<file path="config.mk">
export PLATFORM = sky130hd
export DESIGN_NAME = pipeline_hazard_ctrl_flat
export DESIGN_NICKNAME = d
export VERILOG_FILES = /design/src/rtl/pipeline_hazard_ctrl_pkg.sv /design/src/rtl/pipeline_hazard_ctrl_if.sv /design/src/rtl/pipeline_hazard_ctrl_fwd_select_lane.sv /design/src/rtl/pipeline_hazard_ctrl.sv /design/src/flat_wrapper.sv
export SDC_FILE = /design/constraint.sdc
export NUM_CORES = 1
export LEC_CHECK = 0
export ABC_AREA = 1
export CAP_MARGIN = 20
export CORE_AREA = 2 2 57 59
export CTS_CLUSTER_SIZE = 28
export DETAILED_ROUTE_END_ITERATION = 10
export DIE_AREA = 0 0 59 61
export PLACE_DENSITY = 0.83
export SLEW_MARGIN = 25
export SYNTH_ARGS = -nofsm -noshare
export SYNTH_HDL_FRONTEND = slang
export SYNTH_SLANG_ARGS = --single-unit
</file>
<file path="constraint.sdc">
create_clock -name clk -period 3.93 [get_ports clk]
set_input_delay 0.393 -clock clk [delete_from_list [all_inputs] [get_ports clk]]
set_output_delay 0.393 -clock clk [all_outputs]
set_load 0.005 [all_outputs]
</file>
<file path="src/rtl/pipeline_hazard_ctrl_pkg.sv">
// Shared definitions for the PPU hazard/forwarding controller: forwarding-mux
// select encodings, FSM state encodings and the packed pipeline-control word.
package pipeline_hazard_ctrl_pkg;

   // Forwarding-mux select encodings (one 2-bit select per ID source lane)
   localparam logic [1:0] FWD_EX  = 2'b00;
   localparam logic [1:0] FWD_WB  = 2'b01;
   localparam logic [1:0] FWD_MEM = 2'b10;
   localparam logic [1:0] FWD_RF  = 2'b11;

   // Controller FSM states
   typedef enum logic [1:0] {
      S_RUN      = 2'b00,
      S_LU_STALL = 2'b01,
      S_MEM_WAIT = 2'b10
   } hz_state_t;

   // Pipeline control outputs gathered into one word
   typedef struct packed {
      logic pc_ld;
      logic if_id_ld;
      logic id_ex_nop;
      logic if_id_flush;
      logic pipe_hold;
   } pipe_ctrl_t;

   // Builds a control word from its individual fields
   function automatic pipe_ctrl_t make_ctrl(input logic pc_ld, input logic if_id_ld,
                                            input logic id_ex_nop, input logic if_id_flush,
                                            input logic pipe_hold);
      pipe_ctrl_t w;
      w.pc_ld       = pc_ld;
      w.if_id_ld    = if_id_ld;
      w.id_ex_nop   = id_ex_nop;
      w.if_id_flush = if_id_flush;
      w.pipe_hold   = pipe_hold;
      return w;
   endfunction

endpackage

</file>
<file path="src/rtl/pipeline_hazard_ctrl_if.sv">
// Bundle of ID-stage operand, downstream-stage destination and pipeline
// control signals exchanged between the PPU datapath and the hazard controller.
// The master modport is the datapath side, the slave modport the controller.
interface pipeline_hazard_ctrl_if #(
   parameter int NUM_SRC = 3,
   parameter int REG_W   = 4
);
   logic [NUM_SRC*REG_W-1:0] id_src;
   logic [NUM_SRC-1:0]       id_src_vld;
   logic [REG_W-1:0]         ex_rd;
   logic                     ex_rf_en;
   logic                     ex_load;
   logic [REG_W-1:0]         mem_rd;
   logic                     mem_rf_en;
   logic [REG_W-1:0]         wb_rd;
   logic                     wb_rf_en;
   logic                     mem_busy;
   logic                     branch_tkn;
   logic [NUM_SRC*2-1:0]     fwd_sel;
   logic                     pc_ld;
   logic                     if_id_ld;
   logic                     id_ex_nop;
   logic                     if_id_flush;
   logic                     pipe_hold;
   logic [15:0]              stall_cnt;

   modport master (
      output id_src, id_src_vld, ex_rd, ex_rf_en, ex_load, mem_rd, mem_rf_en,
             wb_rd, wb_rf_en, mem_busy, branch_tkn,
      input  fwd_sel, pc_ld, if_id_ld, id_ex_nop, if_id_flush, pipe_hold, stall_cnt
   );

   modport slave (
      input  id_src, id_src_vld, ex_rd, ex_rf_en, ex_load, mem_rd, mem_rf_en,
             wb_rd, wb_rf_en, mem_busy, branch_tkn,
      output fwd_sel, pc_ld, if_id_ld, id_ex_nop, if_id_flush, pipe_hold, stall_cnt
   );
endinterface

</file>
<file path="src/rtl/pipeline_hazard_ctrl_fwd_select_lane.sv">
// Forwarding comparator for a single ID source operand. Picks the youngest
// in-flight producer of the operand: EX, then MEM, then WB, else the RF.
// A load in EX has no data yet, so it never selects the EX path. The PC
// specifier and unused lanes always read the register file.
module fwd_select_lane
   import pipeline_hazard_ctrl_pkg::*;
#(
   parameter int REG_W  = 4,
   parameter int PC_REG = 15
) (
   input  logic [REG_W-1:0] src,
   input  logic             vld,
   input  logic [REG_W-1:0] ex_rd,
   input  logic             ex_rf_en,
   input  logic             ex_load,
   input  logic [REG_W-1:0] mem_rd,
   input  logic             mem_rf_en,
   input  logic [REG_W-1:0] wb_rd,
   input  logic             wb_rf_en,
   output logic [1:0]       sel
);
   localparam logic [REG_W-1:0] PC_SPEC = REG_W'(PC_REG);

   // Priority select of the forwarding source for this lane
   always_comb begin
      sel = FWD_RF;
      if (!vld || (src == PC_SPEC)) begin
         sel = FWD_RF;
      end else if (ex_rf_en && !ex_load && (src == ex_rd)) begin
         sel = FWD_EX;
      end else if (mem_rf_en && (src == mem_rd)) begin
         sel = FWD_MEM;
      end else if (wb_rf_en && (src == wb_rd)) begin
         sel = FWD_WB;
      end else begin
         sel = FWD_RF;
      end
   end
endmodule

</file>
<file path="src/rtl/pipeline_hazard_ctrl.sv">
// Hazard/forwarding controller for the pipelined ARM-subset PPU, placed beside
// the ID stage. Generates per-lane forwarding selects, load-use bubbles, a
// pipe freeze while data RAM is busy and an IF/ID flush on a taken branch.
// Optional feature macro: HAZARD_PERF_CNT_EN enables the stall-cycle counter;
// without it stall_cnt is constant zero.
//
// Load-use: the cycle the hazard is detected is the first bubble. lu_cnt holds
// the number of further LU_STALL cycles still owed, so LU_CYCLES==1 never
// enters LU_STALL. A RAM wait arriving during LU_STALL freezes lu_cnt and the
// stall resumes where it left off. In RUN, a busy RAM freezes the pipe in the
// same cycle it is seen; in LU_STALL the busy cycle still issues its bubble.
module pipeline_hazard_ctrl
   import pipeline_hazard_ctrl_pkg::*;
#(
   parameter int NUM_SRC   = 3,
   parameter int REG_W     = 4,
   parameter int LU_CYCLES = 1,
   parameter int PC_REG    = 15
) (
   input logic                   clk,
   input logic                   Reset,
   pipeline_hazard_ctrl_if.slave hz
);
   localparam logic [REG_W-1:0] PC_SPEC  = REG_W'(PC_REG);
   localparam logic [3:0]       LU_EXTRA = 4'(LU_CYCLES - 1);

   logic [NUM_SRC*2-1:0] lane_sel_s;
   logic                 lu_hit_s;
   pipe_ctrl_t           ctrl_s;
   hz_state_t            state_r;
   logic [3:0]           lu_cnt_r;
   logic                 ret_lu_r;

   for (genvar g = 0; g < NUM_SRC; g++) begin : g_lane
      fwd_select_lane #(
         .REG_W  (REG_W),
         .PC_REG (PC_REG)
      ) u_lane (
         .src       (hz.id_src[g*REG_W +: REG_W]),
         .vld       (hz.id_src_vld[g]),
         .ex_rd     (hz.ex_rd),
         .ex_rf_en  (hz.ex_rf_en),
         .ex_load   (hz.ex_load),
         .mem_rd    (hz.mem_rd),
         .mem_rf_en (hz.mem_rf_en),
         .wb_rd     (hz.wb_rd),
         .wb_rf_en  (hz.wb_rf_en),
         .sel       (lane_sel_s[g*2 +: 2])
      );
   end

   // Load-use detection: a valid non-PC operand needs the result of the load in EX
   always_comb begin
      lu_hit_s = 1'b0;
      for (int i = 0; i < NUM_SRC; i++) begin
         lu_hit_s = lu_hit_s | (hz.id_src_vld[i] &&
                                (hz.id_src[i*REG_W +: REG_W] == hz.ex_rd) &&
                                (hz.id_src[i*REG_W +: REG_W] != PC_SPEC));
      end
      lu_hit_s = lu_hit_s & hz.ex_load & hz.ex_rf_en;
   end

   // Stall/wait FSM with bubble counter and return-to-stall flag
   always_ff @(posedge clk) begin
      if (Reset) begin
         state_r  <= S_RUN;
         lu_cnt_r <= 4'd0;
         ret_lu_r <= 1'b0;
      end else begin
         case (state_r)
            S_RUN: begin
               if (hz.mem_busy) begin
                  state_r  <= S_MEM_WAIT;
                  ret_lu_r <= 1'b0;
               end else if (hz.branch_tkn) begin
                  state_r <= S_RUN;
               end else if (lu_hit_s) begin
                  lu_cnt_r <= LU_EXTRA;
                  state_r  <= (LU_EXTRA == 4'd0) ? S_RUN : S_LU_STALL;
               end else begin
                  state_r <= S_RUN;
               end
            end
            S_LU_STALL: begin
               if (hz.mem_busy) begin
                  state_r  <= S_MEM_WAIT;
                  ret_lu_r <= 1'b1;
               end else if (lu_cnt_r <= 4'd1) begin
                  state_r  <= S_RUN;
                  lu_cnt_r <= 4'd0;
               end else begin
                  lu_cnt_r <= lu_cnt_r - 4'd1;
               end
            end
            S_MEM_WAIT: begin
               if (!hz.mem_busy) begin
                  state_r  <= ret_lu_r ? S_LU_STALL : S_RUN;
                  ret_lu_r <= 1'b0;
               end else begin
                  state_r <= S_MEM_WAIT;
               end
            end
            default: begin
               state_r  <= S_RUN;
               lu_cnt_r <= 4'd0;
               ret_lu_r <= 1'b0;
            end
         endcase
      end
   end

   // Pipeline control decode from state and the current cycle's hazards
   always_comb begin
      ctrl_s = make_ctrl(1'b1, 1'b1, 1'b0, 1'b0, 1'b0);
      if (Reset) begin
         ctrl_s = make_ctrl(1'b1, 1'b1, 1'b1, 1'b0, 1'b0);
      end else begin
         case (state_r)
            S_RUN: begin
               if (hz.mem_busy) begin
                  ctrl_s = make_ctrl(1'b0, 1'b0, 1'b0, 1'b0, 1'b1);
               end else if (hz.branch_tkn) begin
                  ctrl_s = make_ctrl(1'b1, 1'b1, 1'b0, 1'b1, 1'b0);
               end else if (lu_hit_s) begin
                  ctrl_s = make_ctrl(1'b0, 1'b0, 1'b1, 1'b0, 1'b0);
               end else begin
                  ctrl_s = make_ctrl(1'b1, 1'b1, 1'b0, 1'b0, 1'b0);
               end
            end
            S_LU_STALL: ctrl_s = make_ctrl(1'b0, 1'b0, 1'b1, 1'b0, 1'b0);
            S_MEM_WAIT: ctrl_s = make_ctrl(1'b0, 1'b0, 1'b0, 1'b0, 1'b1);
            default:    ctrl_s = make_ctrl(1'b0, 1'b0, 1'b1, 1'b0, 1'b0);
         endcase
      end
   end

   // Drive interface outputs; reset forces every operand to the register file
   always_comb begin
      hz.pc_ld       = ctrl_s.pc_ld;
      hz.if_id_ld    = ctrl_s.if_id_ld;
      hz.id_ex_nop   = ctrl_s.id_ex_nop;
      hz.if_id_flush = ctrl_s.if_id_flush;
      hz.pipe_hold   = ctrl_s.pipe_hold;
      if (Reset) begin
         hz.fwd_sel = {NUM_SRC{FWD_RF}};
      end else begin
         hz.fwd_sel = lane_sel_s;
      end
   end

`ifdef HAZARD_PERF_CNT_EN
   logic [15:0] stall_cnt_r;

   // Saturating count of cycles in which the PC did not advance
   always_ff @(posedge clk) begin
      if (Reset) begin
         stall_cnt_r <= 16'd0;
      end else if (!ctrl_s.pc_ld && (stall_cnt_r != 16'hFFFF)) begin
         stall_cnt_r <= stall_cnt_r + 16'd1;
      end else begin
         stall_cnt_r <= stall_cnt_r;
      end
   end

   assign hz.stall_cnt = stall_cnt_r;
`else
   assign hz.stall_cnt = 16'h0000;
`endif

endmodule

</file>
<file path="src/flat_wrapper.sv">
// flat-port wrapper written by rule: the top's interface ports become plain ports
module pipeline_hazard_ctrl_flat import pipeline_hazard_ctrl_pkg::*;
#(
   parameter int NUM_SRC   = 3,
   parameter int REG_W     = 4,
   parameter int LU_CYCLES = 1,
   parameter int PC_REG    = 15
)
  (clk, Reset, hz_id_src, hz_id_src_vld, hz_ex_rd, hz_ex_rf_en, hz_ex_load, hz_mem_rd, hz_mem_rf_en, hz_wb_rd, hz_wb_rf_en, hz_mem_busy, hz_branch_tkn, hz_fwd_sel, hz_pc_ld, hz_if_id_ld, hz_id_ex_nop, hz_if_id_flush, hz_pipe_hold, hz_stall_cnt);
  pipeline_hazard_ctrl_if #(.NUM_SRC(NUM_SRC), .REG_W(REG_W)) hz_i ();
  input logic clk;
  input logic Reset;
  input wire logic [$bits(hz_i.id_src)-1:0] hz_id_src;
  input wire logic [$bits(hz_i.id_src_vld)-1:0] hz_id_src_vld;
  input wire logic [$bits(hz_i.ex_rd)-1:0] hz_ex_rd;
  input wire logic [$bits(hz_i.ex_rf_en)-1:0] hz_ex_rf_en;
  input wire logic [$bits(hz_i.ex_load)-1:0] hz_ex_load;
  input wire logic [$bits(hz_i.mem_rd)-1:0] hz_mem_rd;
  input wire logic [$bits(hz_i.mem_rf_en)-1:0] hz_mem_rf_en;
  input wire logic [$bits(hz_i.wb_rd)-1:0] hz_wb_rd;
  input wire logic [$bits(hz_i.wb_rf_en)-1:0] hz_wb_rf_en;
  input wire logic [$bits(hz_i.mem_busy)-1:0] hz_mem_busy;
  input wire logic [$bits(hz_i.branch_tkn)-1:0] hz_branch_tkn;
  output wire logic [$bits(hz_i.fwd_sel)-1:0] hz_fwd_sel;
  output wire logic [$bits(hz_i.pc_ld)-1:0] hz_pc_ld;
  output wire logic [$bits(hz_i.if_id_ld)-1:0] hz_if_id_ld;
  output wire logic [$bits(hz_i.id_ex_nop)-1:0] hz_id_ex_nop;
  output wire logic [$bits(hz_i.if_id_flush)-1:0] hz_if_id_flush;
  output wire logic [$bits(hz_i.pipe_hold)-1:0] hz_pipe_hold;
  output wire logic [$bits(hz_i.stall_cnt)-1:0] hz_stall_cnt;
  assign hz_i.id_src = hz_id_src;
  assign hz_i.id_src_vld = hz_id_src_vld;
  assign hz_i.ex_rd = hz_ex_rd;
  assign hz_i.ex_rf_en = hz_ex_rf_en;
  assign hz_i.ex_load = hz_ex_load;
  assign hz_i.mem_rd = hz_mem_rd;
  assign hz_i.mem_rf_en = hz_mem_rf_en;
  assign hz_i.wb_rd = hz_wb_rd;
  assign hz_i.wb_rf_en = hz_wb_rf_en;
  assign hz_i.mem_busy = hz_mem_busy;
  assign hz_i.branch_tkn = hz_branch_tkn;
  assign hz_fwd_sel = hz_i.fwd_sel;
  assign hz_pc_ld = hz_i.pc_ld;
  assign hz_if_id_ld = hz_i.if_id_ld;
  assign hz_id_ex_nop = hz_i.id_ex_nop;
  assign hz_if_id_flush = hz_i.if_id_flush;
  assign hz_pipe_hold = hz_i.pipe_hold;
  assign hz_stall_cnt = hz_i.stall_cnt;
  pipeline_hazard_ctrl #(.NUM_SRC(NUM_SRC), .REG_W(REG_W), .LU_CYCLES(LU_CYCLES), .PC_REG(PC_REG)) u_core (.clk(clk), .Reset(Reset), .hz(hz_i));
endmodule
</file>
==> results.tsv, run 1 <==
stage	metric	value	unit
run_status	status	complete, no violations	
sta	setup_viol	0	
clock_network	cts_buffers	3	
worst_hold_path	hold_depth	2	
logic_synthesis	yosysWarnings	0	
clock_network	insertion_delay	0.26	ns
placed_design	hpwl	2950	µm
logic_synthesis	ys_seq_elements	7	
placed_design	gp_congestion	0.921	
finish	drive_gt1_frac	0.0803	
clock_network	cts_resized	0	
routing	ant_nets	0	
logic_synthesis	synth_area_per_cell	5.52	µm²
clock_network	path_clk_slew	0.05	ns
routing	vias	1523	
clock_network	tritoncts	yes	
global_route	grt_first_pass_wirelength	5620	µm
logic_synthesis	synthCells	227	
finish	finish.instance_area	0.00170	mm²
logic_synthesis	synth-xor-area-share	0.0839	
routing	wl_per_cell	11.3	µm
routing	routed_wl	3460	µm
placed_design	dpl_cell_area	0.00167	mm²
logic_synthesis	synth_mux_area_frac	0	
sta	layout_setup_ws	1.09	ns
setup_path	arrival	2.44	ns
setup_path	start_kind	input port	
finish	layout_commonest_cell	nand2_1	
clock_network	post_cts_buffers	0	
routing	drtIter0Drc	63	
finish	final_cell_mix	69 x nand2_1, 45 x clkdlybuf4s50_1, 28 x inv_1, 23 x nor2_1, 16 x conb_1	
placed_design	port_buffers	45	
logic_synthesis	synth_edf_count	0	
sta	period_share	0.722	
logic_synthesis	synth_simple_gate_area_share	0.446	
global_route	grt_pass1_vias	1315	
routing	vias_per_cell	4.96	
flow_run	drv_cap	0	
logic_synthesis	synth_top_family_by_area	simple AND/OR/NAND/NOR gates	
die	fp-row-count	20	
power	finalPower	286	µW
sta	maxSlewViolCount	0	
logic_synthesis	yosysSeqAreaShare	0.112	
global_route	antenna_found_initial	0	
global_route	grtUsageTotal	0.201	
die	die_area	0.00360	mm²
power	power.density	168	mW/mm²
routing	first_pass_iters	4	
logic_synthesis	syn_area	0.00125	mm²
setup_path	cp_max_fo	7	
sta	finalClockSkew	0.00877	ns
clock_network	clockBufferDepth	2	
global_route	grt_max_degree	8	
power	ir_drop	0.0735	mV
setup_path	end_kind	output port	
sta	tns	0	ns
setup_path	ff2ff_path_depth	8	
die	pin_count	62	
global_route	gr-total-overflow	0	
setup_path	crit_required	3.54	ns
routing	drc_errors	0	
placed_design	place_ws	1.11	ns
clock_network	hold_buffers	0	
logic_synthesis	synthFlopType	dfxtp_1	
die	die_h	61	µm
finish	num_antenna_cells	0	
clock_network	cts_sinks	7	
logic_synthesis	yosysUniqueCellTypes	28	
sta	min_period	2.84	ns
sta	rsz0062_at_grt	false	
setup_path	crit_path_frequent_cell	nor2_1	
clock_network	root_buffer	clkbuf_4	
logic_synthesis	synthAdderAreaFrac	0.0200	
die	die_w	59	µm
finish	nNetsFinal	312	
die	core_area	0.00295	mm²
setup_path	crit_path_cell_trace	clkdlybuf4s50_1, nand2_1, nor2_1, nor2_1, nand3_2, nand3_2, nand2_2, nor2_1, o21ai_0, clkdlybuf4s50_1	
logic_synthesis	synth-async-reset-ratio	0	
power	p_leak	0.000875	µW
die	start_util	0.424	
finish	syn2layout_area_growth	35.7	%
setup_path	crit_slowest_cell	clkdlybuf4s50_1	
setup_path	crit_type	in -> out	
clock_network	htreeDepth	1	
sta	fmax	352	MHz
sta	hold_viol	0	
setup_path	slowest_delay	0.66	ns
worst_hold_path	hp-class	reg -> reg	
logic_synthesis	synth_compound_area_frac	0.129	
synth_stat cells (5+ instances only):
cell type | number | area, µm²
inv_2 | 7 | 26.3
nor2_1 | 23 | 86.3
nand2_1 | 69 | 259
nor3_1 | 5 | 25.0
o22ai_1 | 5 | 31.3
nand3_1 | 15 | 75.1
buf_4 | 17 | 128
o21ai_0 | 5 | 25.0
xnor2_1 | 6 | 52.6
nor2_2 | 6 | 37.5
dfxtp_1 | 7 | 140
a21oi_1 | 8 | 40.0
xor2_1 | 6 | 52.6
inv_1 | 28 | 105
area by class of cell:
cell class	count	area, µm²
fillers	312	1250
repair buffers	45	450
flip-flops and latches	7	140
well taps	33	41.3
clock buffers	4	26.3
inverters	35	131
multi-input cells	183	910
state kept, by name (all words and copies together), names as in the netlist:
signal and count:
u_core.ret_lu_r 1, u_core.lu_cnt_r 4, u_core.state_r 2
worst max-delay path, delay by kind of cell:
kind	cells	cell delay (ns)
and+or+nand+nor	7	0.58
AOI/OAI and AO/OA	1	0.26
buffers and inverters	2	1.22
worst paths after layout:
kind                                         from                              end  slack [ns]
hold / removal       u_core.ret_lu_r$_SDFFE_PP0P_   u_core.state_r[0]$_SDFFE_PP0P_        0.49
hold reg to reg      u_core.ret_lu_r$_SDFFE_PP0P_   u_core.state_r[0]$_SDFFE_PP0P_        0.49
setup reg to reg  u_core.lu_cnt_r[0]$_SDFFE_PP0P_  u_core.lu_cnt_r[1]$_SDFFE_PP0P_        2.34
setup / recovery                     hz_id_src[7]                         hz_pc_ld        1.09
cells by family after synthesis:
kind of cell    count (synthesis)
simple gates                  127
buf+inv                        52
compound gates                 26
xor+xnor                       12
flops                           7
fa+ha+maj                       2
other cells                     1
where the power goes:
| part | internal (µW) | switching, µW | total, µW | leakage, µW |
|---|---|---|---|---|
| Sequential | 73.4 | 1.89 | 75.3 | 0.0000569 |
| Clock | 38.9 | 28.2 | 67.1 | 0.0000150 |
| Combinational | 68.7 | 74.9 | 144 | 0.000803 |
| Total | 181 | 105 | 286 | 0.000875 |
metal layers:
| metal | track usage | up-vias | wire length, µm |
|---|---|---|---|
| met3 | 0.0490 | 2 | 254 |
| li1 | - | 785 | - |
| met4 | 0.0195 | 0 | 10 |
| met5 | 0 | - | 0 |
| met1 | 0.274 | 679 | 1570 |
| met2 | 0.335 | 57 | 1630 |
stage by stage:
step | cells | hold slack (ns) | util
global placement | 303 | 0.466 | 0.567
finish | 307 | 0.489 | 0.575
floorplan | 242 | 0.444 | -
global route | 307 | 0.511 | 0.575
detailed placement | 303 | 0.474 | 0.567
CTS | 307 | 0.489 | 0.575
Note: power is estimated with default switching activity, not from simulation.
==> run 2, diff against run 1 <==
CORE_AREA = 2 2 59 61   (was 2 2 57 59)
DIE_AREA = 0 0 61 63   (was 0 0 59 61)
PLACE_DENSITY = 0.78   (was 0.83)
clock period = 2.75 ns   (was 3.93 ns; I/O delays follow)
==> run 2 against run 1 <==
First-iteration DRC count grew 29%. Final area grew 0.96%. Clock skew is essentially flat. Clock power grew 47%. Die area grew 6.8%. Cell count grew 4.2%. Combinational power grew 40%. Non-clock buffer count is the same. Count of clock-buffer cells in the layout is the same. Flip-flop and latch count is the same. Power grew 43%. Worst setup slack lost 0.90 ns. Critical path type unchanged. Largest cell class unchanged. Largest power group unchanged.
==> results.tsv, run 2 (synthesis results as in run 1) <==
stage	metric	value	unit
setup_path	arrival	2.28	ns
power	ir_drop	0.0992	mV
finish	num_antenna_cells	0	
global_route	gr-total-overflow	0	
routing	vias_per_cell	4.56	
die	fp-row-count	21	
global_route	grt.busiest_layer	met2	
die	die_area	0.00384	mm²
placed_design	gp_congestion	0.875	
finish	layout_commonest_cell	nand2_1	
run_status	status	complete, no violations	
global_route	met1_usage	0.235	
clock_network	root_buffer	clkbuf_4	
global_route	grt_first_pass_wirelength	5230	µm
sta	hold_slack	0.484	ns
sta	rsz0062_at_grt	false	
routing	drc_errors	0	
clock_network	path_clk_slew	0.05	ns
power	power.density	238	mW/mm²
clock_network	cts_resized	0	
clock_network	cts_buffers	3	
die	start_util	0.388	
clock_network	post_cts_buffers	0	
global_route	grt_pass1_vias	1214	
sta	min_period	2.55	ns
sta	fmax	392	MHz
worst_hold_path	hp-class	reg -> reg	
clock_network	hold_buffers	0	
die	pin_count	62	
finish	syn2layout_area_growth	37.0	%
finish	nNetsFinal	312	
die	core_area	0.00323	mm²
routing	first_pass_iters	5	
clock_network	insertion_delay	0.26	ns
setup_path	crit_required	2.48	ns
clock_network	cts_sinks	7	
routing	wl_per_cell	10.1	µm
flow_run	drv_cap	0	
power	p_leak	0.000875	µW
routing	ant_nets	0	
sta	maxSlewViolCount	0	
global_route	grt_max_degree	8	
routing	routed_wl	3240	µm
placed_design	port_buffers	45	
routing	drtIter0Drc	81	
sta	setup_viol	0	
finish	largest_reg_flops	4	
clock_network	tritoncts	yes	
global_route	gr-usage-met2	0.274	
clock_network	clockBufferDepth	2	
clock_network	htreeDepth	1	
sta	hold_viol	0	
finish	drive_gt1_frac	0.0803	
global_route	antenna_found_initial	0	
die	die_w	61	µm
finish	reg_top3	u_core.lu_cnt_r x4, u_core.state_r x2, u_core.ret_lu_r x1	
setup_path	start_kind	input port	
global_route	use_met3	0.0393	
sta	finalClockSkew	0.00852	ns
placed_design	hpwl	2730	µm
placed_design	dp_cells	316	
setup_path	cp_max_fo	7	
global_route	grtUsageTotal	0.175	
finish	final_cells	320	
setup_path	end_kind	output port	
finish	final_cell_mix	69 x nand2_1, 45 x clkdlybuf4s50_1, 28 x inv_1, 23 x nor2_1, 16 x conb_1	
finish	regMostFlops	u_core.lu_cnt_r	
setup_path	crit_type	in -> out	
routing	vias	1459	
sta	period_share	0.928	
die	die_h	63	µm
sta	tns	0	ns
## run 2: cell counts in the layout (fill, tap and decap cells not counted)
Identical to the previous run, type by type.
## run 2: path summary, 6_finish.rpt
check | slack [ns] | cells past startpoint | startpoint | end
max | 0.20 | 10 | hz_id_src[7] | hz_pc_ld
min | 0.48 | 2 | u_core.ret_lu_r$_SDFFE_PP0P_ | u_core.ret_lu_r$_SDFFE_PP0P_
max reg2reg | 1.14 | 8 | u_core.lu_cnt_r[0]$_SDFFE_PP0P_ | u_core.lu_cnt_r[1]$_SDFFE_PP0P_
min reg2reg | 0.48 | 2 | u_core.ret_lu_r$_SDFFE_PP0P_ | u_core.ret_lu_r$_SDFFE_PP0P_
## run 2: power by group
part	leakage [µW]	internal (µW)	switching [µW]	total [µW]
logic	0.000803	98.2	104	202
clock network	0.0000150	55.7	43.0	98.8
registers	0.0000569	105	2.79	108
## run 2: through the flow
step           area, µm²  total power, µW  setup WS [ns]   util
6_report            1720              409          0.197  0.531
5_1_grt             1720              440        0.00916  0.531
4_1_cts             1720              412          0.219  0.531
3_5_place_dp        1690              310          0.225  0.523
3_3_place_gp        1690              309          0.241  0.523
2_1_floorplan       1310              231           1.28      -
## run 2: cell type report
cell class | count | area (µm²)
Clock buffer | 4 | 26.3
Sequential cell | 7 | 140
Tap cell | 46 | 57.6
Inverter | 35 | 131
Timing Repair Buffer | 45 | 450
Multi-Input combinational cell | 183 | 910
Fill cell | 330 | 1520
## run 2: critical path, cell delays in order
cell and delay [ns]:
clkdlybuf4s50_1 0.61, nand2_1 0.11, nor2_1 0.13, nor2_1 0.06
nand3_2 0.07, nand3_2 0.07, nand2_2 0.08, nor2_1 0.05
o21ai_0 0.25, clkdlybuf4s50_1 0.56
## run 2: routing by layer
layer | vias to the layer above | routed length [µm]
met5 | - | 0
met3 | 4 | 194
met4 | 0 | 35
li1 | 783 | -
met2 | 50 | 1480
met1 | 622 | 1530
==> run 3, diff against run 2 <==
CORE_AREA = 2 2 43 84   (was 2 2 59 61)
DIE_AREA = 0 0 45 86   (was 0 0 61 63)
PLACE_DENSITY = 0.77   (was 0.78)
TNS_END_PERCENT = 50   (was not set)
==> run 3 against run 2 <==
Power increased by 14%. Highest routed layer unchanged. Largest power group unchanged. Largest cell class unchanged. Global-route usage increased by 4.0 points. Wire length increased by 20%. Worst hold slack lost 0.0062 ns. Worst setup slack got worse by 0.0030 ns.
==> results.tsv, run 3 (synthesis results as in run 1) <==
stage	metric	value	unit
power	ir_drop	0.156	mV
setup_path	slowest_delay	0.61	ns
power	p_comb_frac	0.448	
finish	final_cells	306	
clock_network	path_clk_slew	0.04	ns
clock_network	post_cts_buffers	0	
power	power_switching	160	µW
sta	rsz0062_at_grt	false	
setup_path	arrival	2.28	ns
routing	drtIter0Drc	25	
power	p_int	305	µW
die	die_h	86	µm
global_route	gr-total-overflow	0	
power	pwr-share-clk	0.319	
flow_run	drv_cap	0	
setup_path	crit_path_frequent_cell	nor2_1	
setup_path	end_kind	output port	
sta	setup_viol	0	
finish	nNetsFinal	313	
setup_path	crit_required	2.48	ns
setup_path	cp_max_fo	7	
die	pin_count	62	
worst_hold_path	hp-class	reg -> reg	
clock_network	htreeDepth	1	
die	die_area	0.00387	mm²
global_route	grt_pass1_vias	1485	
sta	finalClockSkew	0.00159	ns
placed_design	place_ws	0.153	ns
power	p_leak	0.000888	µW
routing	vias_per_cell	4.98	
die	start_util	0.392	
sta	layout_setup_ws	0.194	ns
die	core_area	0.00319	mm²
finish	regMostFlops	u_core.lu_cnt_r	
sta	min_period	2.56	ns
clock_network	hold_buffers	0	
setup_path	crit_path_cell_trace	clkdlybuf4s50_1, nand2_1, nor2_1, nor2_1, nand3_2, nand3_2, nand2_2, nor2_1, o21ai_0, clkdlybuf4s50_1	
sta	period_share	0.930	
die	fp-row-count	29	
clock_network	insertion_delay	0.23	ns
clock_network	root_buffer	clkbuf_8	
routing	vias	1523	
global_route	grtUsageTotal	0.215	
placed_design	dpl_cell_area	0.00168	mm²
global_route	grt_first_pass_wirelength	6110	µm
sta	hold_viol	0	
sta	tns	0	ns
finish	fin_util	0.540	
finish	final_cell_mix	69 x nand2_1, 45 x clkdlybuf4s50_1, 28 x inv_1, 23 x nor2_1, 16 x conb_1	
clock_network	tritoncts	yes	
placed_design	dp_cells	302	
finish	syn2layout_area_growth	37.6	%
power	switching_share	0.344	
setup_path	crit_type	in -> out	
clock_network	cts_resized	0	
placed_design	gp_congestion	0.910	
finish	drive_gt1_frac	0.0836	
routing	routed_wl	3900	µm
sta	maxSlewViolCount	0	
global_route	grt_max_degree	8	
placed_design	hpwl	3420	µm
finish	nFillCells	340	
routing	wl_per_cell	12.7	µm
global_route	antenna_found_initial	0	
clock_network	cts_sinks	7	
finish	num_antenna_cells	0	
finish	finish.instance_area	0.00172	mm²
sta	fmax	391	MHz
power	power.density	270	mW/mm²
run_status	status	complete, no violations	
setup_path	crit_slowest_cell	clkdlybuf4s50_1	
setup_path	path_delay_family	buffers and inverters	
clock_network	clockBufferDepth	2	
setup_path	start_kind	input port	
placed_design	port_buffers	45	
routing	ant_nets	0	
finish	reg_top3	u_core.lu_cnt_r x4, u_core.state_r x2, u_core.ret_lu_r x1	
routing	drc_errors	0	
power	pwr-share-seq	0.233	
setup_path	cp_num_buf_inv	2	
routing	first_pass_iters	4	
die	die_w	45	µm
finish	largest_reg_flops	4	
finish	layout_commonest_cell	nand2_1	
clock_network	cts_buffers	3	
## run 3: cell types whose count changed in the layout (fill, tap and decap cells not counted)
cell	previous run	this run
clkbuf_8	0	3
buf_4	0	1
clkbuf_4	3	0
## run 3: final cells by class
cell class	count	area, µm²	area share
clock buffer	4	45.0	0.0261
inverter	35	131	0.0763
multi-input combinational	183	910	0.528
sequential	7	140	0.0813
tap	31	38.8	0.0225
timing repair buffer	46	458	0.266
## run 3: power by group through the flow
stage	combinational, µW	clock [µW]	sequential, µW
floorplan	122	0	109
global placement	205	0	110
detailed placement	206	0	110
CTS	207	152	108
global route	231	158	108
finish	208	148	108
## run 3: path summary, 6_finish.rpt
path / startpoint / end / slack, ns / cells after the start
max: hz_id_src[7] / hz_pc_ld / 0.19 / 10
min: u_core.lu_cnt_r[1]$_SDFFE_PP0P_ / u_core.lu_cnt_r[1]$_SDFFE_PP0P_ / 0.48 / 2
max reg2reg: u_core.lu_cnt_r[0]$_SDFFE_PP0P_ / u_core.lu_cnt_r[1]$_SDFFE_PP0P_ / 1.17 / 8
min reg2reg: u_core.lu_cnt_r[1]$_SDFFE_PP0P_ / u_core.lu_cnt_r[1]$_SDFFE_PP0P_ / 0.48 / 2
## run 3: per-layer routing
| layer | global-route usage | share of wire | vias up |
|---|---|---|---|
| li1 | - | - | 781 |
| met5 | 0 | 0 | - |
| met3 | 0.0211 | 0.047 | 22 |
| met1 | 0.168 | 0.29 | 645 |
| met2 | 0.426 | 0.59 | 75 |
| met4 | 0.166 | 0.071 | 0 |
## run 3: worst min-delay path, delay by kind of cell, from the launching register on
family / cells / cell delay [ns]
AND/OR/NAND/NOR: 1 / 0.08
flip-flops: 1 / 0.32
AO/OA/AOI/OAI: 1 / 0.04
## run 3: through the flow
step / hold slack [ns] / total power [µW]
final: 0.478 / 465
after global routing: 0.502 / 497
after CTS: 0.482 / 467
after detailed placement: 0.473 / 316
after global placement: 0.461 / 314
after floorplan: 0.344 / 231
